===== config.mk =====
export PLATFORM = sky130hd
export DESIGN_NAME = pbit_mul_scheduler
export DESIGN_NICKNAME = d
export VERILOG_FILES = /design/src/rtl/pbit_mul_scheduler.sv
export SDC_FILE = /design/constraint.sdc
export NUM_CORES = 1
export LEC_CHECK = 0
export ABC_AREA = 1
export CAP_MARGIN = 10
export CORE_UTILIZATION = 30
export CTS_CLUSTER_SIZE = 14
export DETAILED_ROUTE_END_ITERATION = 10
export PLACE_DENSITY = 0.62
export SLEW_MARGIN = 20
export SYNTH_ARGS = -nofsm -noshare
export SYNTH_HDL_FRONTEND = slang
export SYNTH_SLANG_ARGS = --single-unit

===== constraint.sdc =====
create_clock -name CLK -period 5.3 [get_ports CLK]
set_input_delay 1.06 -clock CLK [delete_from_list [all_inputs] [get_ports CLK]]
set_output_delay 1.06 -clock CLK [all_outputs]
set_load 0.005 [all_outputs]

===== src/rtl/pbit_mul_scheduler.sv =====
// Shares one p-bit multiplier between two requesters: arbitrate, issue, wait, settle, sample, reply.
// Define PBIT_SCHED_VOTE_EN for a per-bit majority vote over the sample window.
module pbit_mul_scheduler #(
  parameter int unsigned P2       = 3,
  parameter int unsigned P3       = 1,
  parameter int unsigned SETTLE_W = 8,
  parameter int unsigned WINDOW   = 16,
  parameter int unsigned TIMEOUT  = 255
) (
  input  logic                CLK,
  input  logic                RST,
  input  logic                req0_valid,
  input  logic                req1_valid,
  output logic                req0_ready,
  output logic                req1_ready,
  input  logic                req0_mode,
  input  logic                req1_mode,
  input  logic [P2:0]         req0_bits,
  input  logic [P2:0]         req1_bits,
  input  logic [SETTLE_W-1:0] cfg_settle,
  output logic                rsp_valid,
  output logic                rsp_id,
  output logic [P2:0]         rsp_data,
  output logic                rsp_timeout,
  output logic                mul_mode,
  output logic                mul_valid_in,
  output logic [P3:0]         mul_in1,
  output logic [P3:0]         mul_in2,
  output logic [P2:0]         mul_op,
  input  logic [P2:0]         mul_res,
  input  logic                mul_valid_res
);

  localparam int unsigned SettleMax = (32'd1 << SETTLE_W) - 32'd1;
  localparam int unsigned CntMax0   = (TIMEOUT > SettleMax) ? TIMEOUT : SettleMax;
  localparam int unsigned CntMax    = (CntMax0 > WINDOW) ? CntMax0 : WINDOW;
  localparam int unsigned CntW      = $clog2(CntMax + 1);

  typedef enum logic [2:0] {StIdle, StIssue, StWait, StSettle, StSample, StDone} state_e;

  state_e              state_q, state_d;
  logic [CntW-1:0]     cnt_q, cnt_d;
  logic                last_grant_q;
  logic                mode_q;
  logic [P2:0]         bits_q;
  logic [SETTLE_W-1:0] settle_q;
  logic                id_q;
  logic                to_q;
  logic                grant0, grant1, hs, timeout_hit, busy;
  logic [P2:0]         result;

  // Round-robin: on contention the requester not granted last time wins.
  assign grant0 = req0_valid && (!req1_valid || last_grant_q);
  assign grant1 = req1_valid && (!req0_valid || !last_grant_q);
  assign hs     = (state_q == StIdle) && (grant0 || grant1);

  always_ff @(posedge CLK) begin
    if (!RST) begin
      state_q      <= StIdle;
      cnt_q        <= '0;
      last_grant_q <= 1'b1;
      mode_q       <= 1'b0;
      bits_q       <= '0;
      settle_q     <= '0;
      id_q         <= 1'b0;
      to_q         <= 1'b0;
    end else begin
      state_q <= state_d;
      cnt_q   <= cnt_d;
      if (hs) begin
        last_grant_q <= grant1;
        id_q         <= grant1;
        mode_q       <= grant1 ? req1_mode : req0_mode;
        bits_q       <= grant1 ? req1_bits : req0_bits;
        settle_q     <= cfg_settle;
        to_q         <= 1'b0;
      end
      if (timeout_hit) begin
        to_q <= 1'b1;
      end
    end
  end

  always_comb begin
    state_d     = state_q;
    timeout_hit = 1'b0;
    case (state_q)
      StIdle:   if (hs) state_d = StIssue;
      StIssue:  state_d = StWait;
      StWait: begin
        if (mul_valid_res) begin
          state_d = (settle_q == '0) ? StSample : StSettle;
        end else if (cnt_q == CntW'(TIMEOUT - 1)) begin
          state_d     = StDone;
          timeout_hit = 1'b1;
        end
      end
      StSettle: if (cnt_q == CntW'(settle_q) - CntW'(1)) state_d = StSample;
      StSample: if (cnt_q == CntW'(WINDOW - 1)) state_d = StDone;
      StDone:   state_d = StIdle;
      default:  state_d = StIdle;
    endcase
  end

  // Counter restarts at zero on every state entry; bounded per state so it never wraps.
  always_comb begin
    cnt_d = cnt_q + CntW'(1);
    if ((state_d != state_q) || (state_q == StIdle)) begin
      cnt_d = '0;
    end
  end

`ifdef PBIT_SCHED_VOTE_EN
  localparam int unsigned VoteW = $clog2(WINDOW + 1);
  logic [VoteW-1:0] ones_q [P2+1];

  always_ff @(posedge CLK) begin
    for (int i = 0; i <= int'(P2); i++) begin
      if (!RST || (state_q == StIssue)) begin
        ones_q[i] <= '0;
      end else if (state_q == StSample) begin
        ones_q[i] <= ones_q[i] + VoteW'(mul_res[i]);
      end
    end
  end

  // Strict majority; an exact tie resolves to 0.
  always_comb begin
    result = '0;
    for (int i = 0; i <= int'(P2); i++) begin
      result[i] = ((32'(ones_q[i]) << 1) > WINDOW);
    end
  end
`else
  logic [P2:0] last_q;

  always_ff @(posedge CLK) begin
    if (!RST) begin
      last_q <= '0;
    end else if (state_q == StSample) begin
      last_q <= mul_res;
    end
  end

  always_comb result = last_q;
`endif

  // Outputs gated by RST so a reset drops the drive in the same cycle.
  always_comb begin
    req0_ready   = 1'b0;
    req1_ready   = 1'b0;
    rsp_valid    = 1'b0;
    rsp_id       = 1'b0;
    rsp_data     = '0;
    rsp_timeout  = 1'b0;
    mul_mode     = 1'b0;
    mul_valid_in = 1'b0;
    mul_in1      = '0;
    mul_in2      = '0;
    mul_op       = '0;
    busy         = (state_q != StIdle);
    if (RST) begin
      req0_ready   = (state_q == StIdle) && grant0;
      req1_ready   = (state_q == StIdle) && grant1;
      mul_valid_in = (state_q == StIssue);
      if (busy) begin
        mul_mode = mode_q;
        if (mode_q) begin
          mul_op = bits_q;
        end else begin
          mul_in1 = bits_q[P3:0];
          mul_in2 = bits_q[2*P3+1:P3+1];
        end
      end
      if (state_q == StDone) begin
        rsp_valid   = 1'b1;
        rsp_id      = id_q;
        rsp_timeout = to_q;
        rsp_data    = to_q ? '0 : result;
      end
    end
  end

endmodule


==> results_dict.tcl <==
set metrics [dict create \
    final_util 0.4234 \
    final_cell_mix "nand2_1 (53), nor2_1 (52), clkdlybuf4s50_1 (45)" \
    grt_pass1_wl_um 7348 \
    p_per_area_nw_per_um2 294.8 \
    antenna_found_initial 0 \
    postRouteAntennaNets 0 \
    cts_sinks 31 \
    dieArea_um2 6123 \
    synthCells 268 \
    gr-usage-met3 0.04186 \
    ys_top_cells_by_area "dfxtp_1 (36%), nand2_1 (11%), nor2_1 (11%), inv_1 (8.2%), o21ai_0 (5.5%)" \
    drt-pass1-iter-count 4 \
    vdd_drop_max_mv 0.1267 \
    coreArea_um2 5540 \
    cap_violations 0 \
    ys_ff_latch 31 \
    synthToLayoutAreaGrowth_pct 34.51 \
    synth_cell_types 26 \
    outcome "finished, final reports clean" \
    path_clk_slew_ns 0.06 \
    detail_route.wl_per_cell_um 10.67 \
    dp_hpwl_um 3249 \
    cp-end-kind "output pin" \
    cts_resized 0 \
    rsz0062_at_grt "no" \
    maxSlewHeadroom 0.5527 \
    vias 1750 \
    hold_class "register to register" \
    h-tree-depth 2 \
    syn_avg_cell_area_um2 6.508 \
    fin_crit_ns 4.337 \
    crit_path_start_kind "primary input" \
    drt-initial-drc-count 83 \
    numCtsBuffers 5 \
    setup-violations-final 0 \
    yosys.area.top_type "dfxtp_1" \
    final_common_cell "nand2_1" \
    rows 27 \
    dieWidth_um 78.25 \
    wl_um 4150 \
    syn-num-nets 299 \
    grt_max_degree 22 \
    port_buffers 45 \
    skew_ns 0.003020 \
    use_met2 0.2491 \
    path_buf_inv 3 \
    clk_latency_ns 0.28 \
    fin_area_um2 2346 \
    final_net_count 347 \
    start_util 0.3148 \
    finalHoldViolCount 0 \
    fin_setup_tns_ns 0 \
    place_area_um2 2265 \
    drv_slew 0 \
    ioPinCount 46 \
    cts_tree "yes" \
    fmax_mhz 230.6 \
    ys_seq_area_frac 0.3558 \
    grt.met1_usage 0.1874 \
    grt_pass1_vias 1670 \
    cp_top_family "buffers and inverters" \
    clockBufferDepth 2 \
    routed_via_density 4.499 \
    synth_warnings 0 \
    drive_above_1_share 0.05363 \
    synth_area_um2 1744 \
    critPathMaxStageDelay_ns 0.90 \
    drc 0 \
    hold_buffers 0 \
    leakage_nw 0.9248 \
    die_h_um 78.25 \
    synth_top_area_frac 0.3558 \
    diodes 0 \
    root_buffer "clkbuf_8" \
    cp_cell_sequence "clkdlybuf4s50_1 -> inv_1 -> nor2_1 -> nand2_1 -> nor2_1 -> clkdlybuf4s50_1" \
    worstPathMaxFanout 21 \
    finalCritPeriodShare 0.8183 \
    worstSetupPathType "primary input to output pin" \
    gp_congestion 0.7880 \
    busiest_layer "met2" \
    cp.arrival_ns 3.28 \
    grtUsageTotal 0.1511 \
    cp.required_ns 4.24 \
    critPathSlowestCell "clkdlybuf4s50_1" \
    grt-ovfl-total 0 \
    worstMarginPinSlew_ns 0.6689 \
    postCtsSetupBuffers 0 \
]
[layout make-up]
class | count | area (µm²)
clock buffers | 7 | 76.32
clock inverters | 1 | 5.005
fillers | 598 | 3194
inverters | 39 | 146.4
multi-input cells | 194 | 957.2
flip-flops and latches | 31 | 620.6
well taps | 72 | 90.09
repair buffers | 45 | 450.4
[final timing paths]
kind                     from   endpoint  slack, ns  cells after the start
hold reg to reg     last_q[3]  last_q[3]       0.45                      2
setup reg to reg  settle_q[0]   cnt_q[6]       3.32                     15
hold / removal      last_q[3]  last_q[3]       0.45                      2
setup / recovery          RST  mul_op[2]       0.96                      6
[power breakdown]
part	internal, mW	total (mW)	switching (mW)
combinational	0.0911	0.227	0.135
clock	0.0921	0.180	0.0877
sequential	0.261	0.285	0.0245
[worst reg2reg max path, cell delays in order (launching register included)]
cell and delay [ns]:
dfxtp_1 0.32, inv_1 0.18, ha_1 0.28, inv_1 0.07, nand2_1 0.07, nand3_1 0.06
nand2_1 0.07, nand2_1 0.04, nor2_1 0.10, nand2_1 0.06, nor2_1 0.19, nand2_2 0.09
nand2_2 0.09, nand3_2 0.09, nand3_4 0.12, nor2_1 0.05
[metrics by stage]
stage / setup slack, ns / instances / hold WS (ns) / power, mW
CTS: 0.9319 / 389 / 0.4567 / 0.6973
floorplan: 2.595 / 268 / 0.4301 / 0.4520
global route: 0.7625 / 389 / 0.4746 / 0.7540
finish: 0.9628 / 389 / 0.4525 / 0.6917
detailed placement: 0.9417 / 381 / 0.4470 / 0.5182
global placement: 1.021 / 381 / 0.4428 / 0.5158
[sequential cells by signal, summed over array words and instances (netlist names)]
register,count
cnt_q,8
settle_q,8
bits_q,4
last_q,4
state_q,3
id_q,1
last_grant_q,1
mode_q,1
to_q,1
[synth_stat cells, drive strengths merged]
library cell and count:
xnor2 5, clkbuf 1, ha 4, a21oi 15, inv 39, nand2 57
nor3 6, buf 3, o21a 1, nor4 1, a31oi 5, dfxtp 31
nor2 53, xor2 5, o21ai 22, nand3 17, nand4 2, o211ai 1
[layer usage]
metal | share of wire | up-vias | wire length (µm)
li1 | - | 945 | -
met1 | 0.51 | 774 | 2103
met2 | 0.44 | 25 | 1840
met3 | 0.037 | 6 | 152
met4 | 0.013 | 0 | 53
met5 | 0 | - | 0
[kinds of logic after synthesis]
logic type,after synthesis,synth area share
XOR/XNOR,10,0.05021
AND/OR/NAND/NOR,136,0.3307
adder cells (fa/ha/maj),4,0.02870
AO/OA/AOI/OAI,44,0.1392
flip-flops,31,0.3558
buffers and inverters,43,0.09540
Note: power is estimated with default switching activity, not from simulation.
